[src/rtl/baud_pkg.sv]
// rtl/baud_pkg.sv - shared widths, baud rate list and scan states for the autobaud controller
package baud_pkg;

   localparam int NUM_RATES = 13;
   localparam int PERIOD_W  = 20;
   localparam int INDEX_W   = 4;

   // Rates in Hz, slowest first; each period is derived independently from the clock
   localparam int unsigned RATE_HZ [NUM_RATES] = '{
      300, 600, 1200, 2400, 4800, 9600, 19200,
      38400, 57600, 115200, 230400, 460800, 921600
   };

   typedef enum logic [2:0] {
      IDLE,
      APPLY,
      LISTEN,
      STEP,
      LOCKED,
      FAIL
   } state_t;

endpackage

[src/rtl/baud_period_rom.sv]
// rtl/baud_period_rom.sv - combinational table index to bit period (clocks per bit)
module baud_period_rom
   import baud_pkg::*;
#(
   parameter int unsigned CLOCK_SPEED = 25000000
) (
   input  logic [INDEX_W-1:0]  i_Index,
   output logic [PERIOD_W-1:0] o_Period
);

   logic [PERIOD_W-1:0] rom_w [NUM_RATES];

   // Every entry is a constant quotient, so no divider is built
   for (genvar g = 0; g < NUM_RATES; g++) begin : g_rom
      assign rom_w[g] = PERIOD_W'(CLOCK_SPEED / RATE_HZ[g]);
   end

   // Out-of-range indices fall back to the slowest rate
   always_comb begin
      o_Period = rom_w[0];
      if (32'(i_Index) < NUM_RATES) begin
         o_Period = rom_w[i_Index];
      end
   end

endmodule

[src/rtl/baud_scan_ctrl.sv]
// rtl/baud_scan_ctrl.sv - autobaud scan controller; BAUD_SCAN_RELOCK_EN enables error-driven relock
module baud_scan_ctrl
   import baud_pkg::*;
#(
   parameter int unsigned CLOCK_SPEED = 25000000,
   parameter logic [7:0]  SYNC_BYTE   = 8'h55,
   parameter int unsigned MATCHES_REQ = 2,
   parameter int unsigned DWELL_BITS  = 40,
   parameter int unsigned MAX_SWEEPS  = 3,
   parameter int unsigned START_INDEX = 0
) (
   input  logic                i_Clk,
   input  logic                i_Rst_L,
   input  logic                i_Start,
   input  logic                i_Rx_DV,
   input  logic [7:0]          i_Rx_Byte,
   input  logic                i_Rx_Err,
   output logic [PERIOD_W-1:0] o_Period,
   output logic [INDEX_W-1:0]  o_Index,
   output logic                o_Period_Upd,
   output logic                o_Searching,
   output logic                o_Locked,
   output logic                o_Fail
);

   localparam logic [3:0]          MATCH_C      = 4'(MATCHES_REQ);
   localparam logic [7:0]          DWELL_C      = 8'(DWELL_BITS);
   localparam logic [3:0]          SWEEP_C      = 4'(MAX_SWEEPS);
   localparam logic [INDEX_W-1:0]  START_C      = INDEX_W'(START_INDEX);
   localparam logic [INDEX_W-1:0]  LAST_C       = INDEX_W'(NUM_RATES - 1);
   localparam logic [PERIOD_W-1:0] START_PERIOD = PERIOD_W'(CLOCK_SPEED / RATE_HZ[START_INDEX]);

   state_t              state_q, state_d;
   logic [INDEX_W-1:0]  index_q, index_d;
   logic [PERIOD_W-1:0] period_q, period_d;
   logic                upd_q, upd_d;
   logic [3:0]          match_q, match_d;
   logic [PERIOD_W-1:0] tick_q, tick_d;
   logic [7:0]          bit_q, bit_d;
   logic [3:0]          sweep_q, sweep_d;
`ifdef BAUD_SCAN_RELOCK_EN
   logic [2:0]          err_q, err_d;
`endif

   logic [PERIOD_W-1:0] rom_period;
   logic [INDEX_W-1:0]  next_idx;
   logic                wrap;

   baud_period_rom #(
      .CLOCK_SPEED(CLOCK_SPEED)
   ) u_rom (
      .i_Index  (index_q),
      .o_Period (rom_period)
   );

   assign next_idx = (index_q == LAST_C) ? '0 : index_q + 1'b1;
   assign wrap     = (next_idx == START_C);

   // Next-state logic: scan sequencing, bit-period timing and sync-byte matching
   always_comb begin
      state_d  = state_q;
      index_d  = index_q;
      period_d = period_q;
      upd_d    = 1'b0;
      match_d  = match_q;
      tick_d   = tick_q;
      bit_d    = bit_q;
      sweep_d  = sweep_q;
`ifdef BAUD_SCAN_RELOCK_EN
      err_d    = err_q;
`endif
      case (state_q)
         IDLE: ;
         APPLY: begin
            period_d = rom_period;
            upd_d    = 1'b1;
            match_d  = '0;
            tick_d   = '0;
            bit_d    = '0;
`ifdef BAUD_SCAN_RELOCK_EN
            err_d    = '0;
`endif
            state_d  = LISTEN;
         end
         LISTEN: begin
            if (tick_q == period_q - 1'b1) begin
               tick_d = '0;
               bit_d  = bit_q + 1'b1;
            end else begin
               tick_d = tick_q + 1'b1;
            end
            // A framing error outranks a byte landing in the same cycle
            if (i_Rx_Err) begin
               state_d = STEP;
            end else if (i_Rx_DV) begin
               if (i_Rx_Byte == SYNC_BYTE) begin
                  match_d = match_q + 4'd1;
                  tick_d  = '0;
                  bit_d   = '0;
                  if ((match_q + 4'd1) == MATCH_C) begin
                     state_d = LOCKED;
                  end
               end else begin
                  state_d = STEP;
               end
            end else if (bit_q == DWELL_C) begin
               state_d = STEP;
            end
         end
         STEP: begin
            if (wrap) begin
               sweep_d = sweep_q + 4'd1;
            end
            // On giving up the index stays on the last rate tried, matching o_Period
            if (wrap && ((sweep_q + 4'd1) == SWEEP_C)) begin
               state_d = FAIL;
            end else begin
               index_d = next_idx;
               state_d = APPLY;
            end
         end
         LOCKED: begin
`ifdef BAUD_SCAN_RELOCK_EN
            if (i_Rx_Err) begin
               err_d = err_q + 3'd1;
               if (err_q == 3'd3) begin
                  err_d   = '0;
                  sweep_d = '0;
                  state_d = APPLY;
               end
            end else if (i_Rx_DV) begin
               err_d = '0;
            end
`endif
         end
         FAIL: ;
         default: state_d = IDLE;
      endcase
      // A start request overrides whatever else happened this cycle
      if (i_Start) begin
         state_d  = APPLY;
         index_d  = START_C;
         sweep_d  = '0;
         period_d = period_q;
         upd_d    = 1'b0;
      end
   end

   // State and datapath registers
   always_ff @(posedge i_Clk or negedge i_Rst_L) begin
      if (!i_Rst_L) begin
         state_q  <= IDLE;
         index_q  <= START_C;
         period_q <= START_PERIOD;
         upd_q    <= 1'b0;
         match_q  <= '0;
         tick_q   <= '0;
         bit_q    <= '0;
         sweep_q  <= '0;
`ifdef BAUD_SCAN_RELOCK_EN
         err_q    <= '0;
`endif
      end else begin
         state_q  <= state_d;
         index_q  <= index_d;
         period_q <= period_d;
         upd_q    <= upd_d;
         match_q  <= match_d;
         tick_q   <= tick_d;
         bit_q    <= bit_d;
         sweep_q  <= sweep_d;
`ifdef BAUD_SCAN_RELOCK_EN
         err_q    <= err_d;
`endif
      end
   end

   assign o_Period     = period_q;
   assign o_Index      = index_q;
   assign o_Period_Upd = upd_q;
   assign o_Searching  = (state_q == APPLY) || (state_q == LISTEN);
   assign o_Locked     = (state_q == LOCKED);
   assign o_Fail       = (state_q == FAIL);

endmodule

[config.mk]
export PLATFORM = sky130hd
export DESIGN_NAME = baud_scan_ctrl
export DESIGN_NICKNAME = d
export VERILOG_FILES = /design/src/rtl/baud_pkg.sv /design/src/rtl/baud_period_rom.sv /design/src/rtl/baud_scan_ctrl.sv
export SDC_FILE = /design/constraint.sdc
export NUM_CORES = 1
export LEC_CHECK = 0
export ABC_CLOCK_PERIOD_IN_PS = 5600
export CAP_MARGIN = 20
export CELL_PAD_IN_SITES_DETAIL_PLACEMENT = 1
export CELL_PAD_IN_SITES_GLOBAL_PLACEMENT = 2
export CORE_ASPECT_RATIO = 0.5
export CORE_MARGIN = 1.5
export CORE_UTILIZATION = 38
export DETAILED_ROUTE_END_ITERATION = 6
export PLACE_DENSITY = 0.94
export SLEW_MARGIN = 10
export SYNTH_ARGS = -nofsm -noshare
export SYNTH_HDL_FRONTEND = slang
export SYNTH_SLANG_ARGS = --single-unit
[constraint.sdc]
create_clock -name i_Clk -period 5.6 [get_ports i_Clk]
set_input_delay 1.12 -clock i_Clk [delete_from_list [all_inputs] [get_ports i_Clk]]
set_output_delay 1.12 -clock i_Clk [all_outputs]
set_load 0.02 [all_outputs]
* Word level (Yosys, flattened, before mapping)
Memories as Yosys holds them, arrays and structs flattened. Cells that the tools add are included.
Operators by class: add/subtract/negate cells 6, $lt $le $gt $ge 2, equal/unequal tests 18, mux-type cells 34, bitwise operators 2, reductions and logical operators 13
Operators by type and width (count):
- $mux W20 | 7
- $mux W4 | 10
- $pmux W20 S2 | 1
- $mux W8 | 4
- $mux W3 | 7
- $add A20 B1 Y20 const B | 1
- $eq A20 B20 Y1 | 1
- $sub A20 B1 Y20 const B | 1
- $pmux W8 S2 | 1
- $add A4 B1 Y4 const B | 3
- $pmux W3 S4 | 1
- $add A8 B1 Y8 const B | 1
- $eq A4 B2 Y1 const B | 2
- $eq A8 B6 Y1 const B | 1
- $eq A8 B7 Y1 const B | 1
- $ne A2 B2 Y1 const B | 4
- $pmux W4 S2 | 1
- $eq A3 B2 Y1 const B | 2
- $eq A3 B3 Y1 const B | 2
- $ne A6 B6 Y1 const B | 1
- $reduce_and A2 Y1 | 3
- $reduce_bool A2 Y1 | 3
- $ge A5 B5 Y1 const B | 1
- $ne A5 B5 Y1 const B | 1
- 14 further kinds | 15
Storage, ports and cells: register bits after elaboration 64, memory bits (read-only) 320, input port bits 13, logic and storage cells 84, memories 1
Memory list:
- (name not given) | words 16, bits a word 20, rd ports 1, clocked after memory_dff 0, wr ports 0, RTL line baud_period_rom.sv:22 | o_Period = rom_w[i_Index];

* Logic depth before layout (Yosys ltp)
depth in word-level cells 8, mapped depth 12, mapped depth without buffers 10

* Modules after synthesis
Synthesis repeated with hierarchy kept, for this count alone.
Second synthesis, totals: cells, all modules 531, area total of the unflattened synthesis 4535.6 µm²
By module, submodules not included:
- baud_scan_ctrl | times used 1, cells each 461, area an instance 4086.4 µm², sequential area each 1610.3 µm²
- baud_period_rom | times used 1, cells each 70, area an instance 449.2 µm², sequential area each 0.0 µm²

* Worst setup path before layout
OpenSTA, ideal clock, no wires.
path kind input-to-reg, start point in i_Rx_Byte[1], end point reg tick_q[7], arrival time 2.892 ns, setup slack 2.582 ns, stages 8, buffers on the path 2, cells stage by stage nor4bb_1 > nand2_1 > nor3b_1 > or2_2 > clkbuf_1 > clkbuf_1 > nor2_1 > a221o_1
Between the ends: cells in the longest elaborated chain, start to end 5
RTL lines:
- start: declaration | RTL line baud_scan_ctrl.sv:16 | input logic [7:0] i_Rx_Byte,
- $eq A8 B7 Y1 | RTL line baud_scan_ctrl.sv:96 | if (i_Rx_Byte == SYNC_BYTE) begin
- $mux W20 | RTL line baud_scan_ctrl.sv:96
- $mux W20 | RTL line baud_scan_ctrl.sv:95 | end else if (i_Rx_DV) begin
- $mux W20 | RTL line baud_scan_ctrl.sv:93 | if (i_Rx_Err) begin
- $pmux W20 S2 | RTL line baud_scan_ctrl.sv:72 | case (state_q)
- end signal: assignment | RTL line baud_scan_ctrl.sv:169 | tick_q <= tick_d;
- end: declaration | RTL line baud_scan_ctrl.sv:38 | logic [PERIOD_W-1:0] tick_q, tick_d;
No other way between the ends. A chain may end at the register's enable or synchronous reset.

* Final worst setup path
start point reg state_q[1], end point out o_Searching
Between the ends: cells in the longest elaborated chain, start to end 2, elaborated cells on any way between the ends 3
RTL lines:
- start: declaration | RTL line baud_scan_ctrl.sv:33 | state_t state_q, state_d;
- start signal: assignment | RTL line baud_scan_ctrl.sv:164 | state_q <= state_d;
- $eq A3 B1 Y1 or $eq A3 B2 Y1 (tied branches) | RTL line baud_scan_ctrl.sv:181 | assign o_Searching = (state_q == APPLY) || (state_q == LISTEN);
- $logic_or A1 B1 Y1 (*) | RTL line baud_scan_ctrl.sv:181
- end: declaration | RTL line baud_scan_ctrl.sv:21 | output logic o_Searching,
Every way passes the cells marked *; elsewhere a longest branch is shown, timed or not.

==> impl_metrics.ini <==
[run_status]
status = finished, final reports clean

[synth]
synth-seq-cells = 61
yosys-top-cells-area = dfrtp_1, nand2_1, dfstp_2
synth_edf_count = 0
synthTopCellsByCount = nand2_1, dfrtp_1, nor2_1, clkbuf_1, o21ai_0
yosysSeqAreaShare = 0.355
syn_area_um2 = 4330
synthesis.instances = 514
synth-async-reset-ratio = 1.00
synthDistinctLibCells = 66
yosysTopAreaCell = dfrtp_1
yosys_warnings = 0
netlist.area_leader.share = 0.312
syn_avg_cell_area_um2 = 8.42
ys.flop_type = dfrtp_1
yosysMostFrequentCell = nand2_1

[drt]
routed-via-count = 3916
dr.pass1.iters = 5
wl_mm = 12.0
vias_per_cell = 5.76
remaining_drc_errors = 0
wire_per_inst_um = 17.7
postRouteAntennaNets = 0
drt_iter0_markers = 180

[critical_path]
path_class = reg2out
crit_arrival_ns = 2.42
cpPeakStageDelay_ns = 0.69
r2r_start = o_Period[1]
path_cells = nand2b_1, nand2_1, nand2_1, buf_4, inv_1, clkdlybuf4s50_1
cp_common_cell = nand2_1
cp-end-kind = primary output
reg2reg_slack_ns = 2.11
r2r_end = tick_q[7]
cp_top_family = buffers and inverters
worst-path-buf-inv = 3
crit_required_ns = 4.48
reg2reg_depth = 11
worstPathMaxFanout = 18
slowest_stage = clkdlybuf4s50_1
crit_path_start_kind = flop

[clock_tree]
clock_latency_ns = 0.34
htreeDepth = 3
clockRootBuffer = clkbuf_16
clock_sink_count = 61
cts_buffer_depth = 2
cts_made_buffers = 9
cts_resized = 0
clk_pin_slew_worst_paths_ns = 0.06
cts_tree = built
post_cts_buffers = 0
cts_hold_buffers = 0

[global_routing]
grt-ovfl-total = 0
first_global_vias = 4067
antenna_found_initial = 0
grt_max_degree = 62
grt_usage = 0.219
grt_pass1_wl_mm = 21.0

[die]
num_rows = 27
die_x_um = 154
die_y_um = 78.5
ios = 41
dieArea_um2 = 12100
core_area_um2 = 11000
initial_core_util = 0.392

[power_and_ir_drop]
ir_drop_mv = 0.126
combPwrFrac = 0.228
power_density_nw_per_um2 = 281
power_mw = 1.42
p_int_mw = 0.972
p_switching_mw = 0.446
p_leak_nw = 2.15
seq_power_share = 0.381
clockPowerShare = 0.391
swShare = 0.314

[timing]
fin_setup_tns_ns = 0
final.setup.worst_slack_ns = 2.06
fin_crit_ns = 3.54
rsz0062_at_grt = no
timing.final.hold_violations = 0
fmaxAchievable_mhz = 283
max_slew_margin = 0.360
tightest_slew_ns = 0.960
hold_slack_ns = 0.490
skew_ns = 0.00730
setup_viol = 0
period_share = 0.632
drv_slew = 0

[place]
port_buffers = 37
gp_congestion = 0.786
dp_hpwl_mm = 8.28
dp_slack_ns = 1.89
dpl.cell_count = 664

[final_layout]
drive_gt1_frac = 0.0748
nFillCells = 1330
stdcell_count = 680
nNetsFinal = 556
num_antenna_cells = 0
syn2layout_area_growth_pct = 16.6

[hold_path]
whs_path_depth = 1
hold_path_class = reg2reg
min_from = bit_q[7]
min_to = bit_q[7]

[flow_run]
max_cap_viol_count = 0
## how the worst max path moves through the flow
stage,endpoint,cells after the start,from,slack [ns]
after global routing,tick_q[7],11,o_Period[1],1.61
after CTS,o_Searching,6,state_q[1],2.03
after global placement,tick_q[7],7,i_Rx_Byte[6],1.97
after floorplan,tick_q[7],8,i_Rx_Byte[1],2.58
after detailed placement,tick_q[7],7,i_Rx_Byte[6],1.89
final,o_Searching,6,state_q[1],2.06
## power groups by stage
stage	clock network, mW	logic, mW	registers (mW)
after floorplan	0	0.201	0.543
after global placement	0	0.319	0.546
after detailed placement	0	0.324	0.548
after CTS	0.565	0.327	0.540
after global routing	0.585	0.361	0.547
final	0.554	0.324	0.540
## layout by cell type, fill, tap and decap left out, drive strengths merged, types with 14 or more instances in the layout
| master | synthesis | routed |
|---|---|---|
| o21ai | 29 | 29 |
| nor2 | 41 | 41 |
| dfrtp | 54 | 54 |
| a21oi | 21 | 21 |
| o31ai | 14 | 14 |
| a21o | 14 | 14 |
| clkdlybuf4s50 | 0 | 36 |
| inv | 14 | 14 |
| nand3 | 24 | 24 |
| nand2 | 56 | 56 |
| xor2 | 16 | 16 |
## through the flow
stage | utilization | instance area (um^2)
detailed placement | 0.431 | 4760
floorplan | - | 4340
global route | 0.457 | 5050
finish | 0.457 | 5050
CTS | 0.457 | 5050
global placement | 0.431 | 4760
## cells by family (layout without fill, tap and decap cells)
| group | count (synthesis) | in the layout | synth area share |
|---|---|---|---|
| and+or+nand+nor | 229 | 229 | 0.290 |
| AOI/OAI and AO/OA | 121 | 121 | 0.190 |
| DFF | 61 | 61 | 0.355 |
| buffers and inverters | 52 | 71 | 0.0503 |
| xor gates and xnor gates | 29 | 29 | 0.0587 |
| adders and majority gates | 13 | 13 | 0.0376 |
| muxes | 8 | 8 | 0.0185 |
| other | 1 | 3 | 0.000866 |
## flip-flops by register name (all words and copies together) (netlist names)
signal / cells
bit_q: 8
match_q: 4
o_Index: 4
o_Period: 17
o_Period_Upd: 1
state_q: 3
sweep_q: 4
tick_q: 20
## routing by layer
metal	track usage	up-vias	wire length, um
met3	0.0420	9	386
met1	0.299	1950	6000
met5	0	-	0
li1	-	1900	-
met4	0.0631	0	75
met2	0.356	57	5580
## layout make-up
type                            instances  area (um^2)  share of cell area
Tap cell                              145          181              0.0359
Multi-Input combinational cell        403         2590               0.513
Sequential cell                        61         1540               0.304
Clock buffer                           12          246              0.0488
Clock inverter                          4         47.5             0.00942
Inverter                               14         52.6              0.0104
Timing Repair Buffer                   41          395              0.0783
Power figures use the tool's default switching activity.
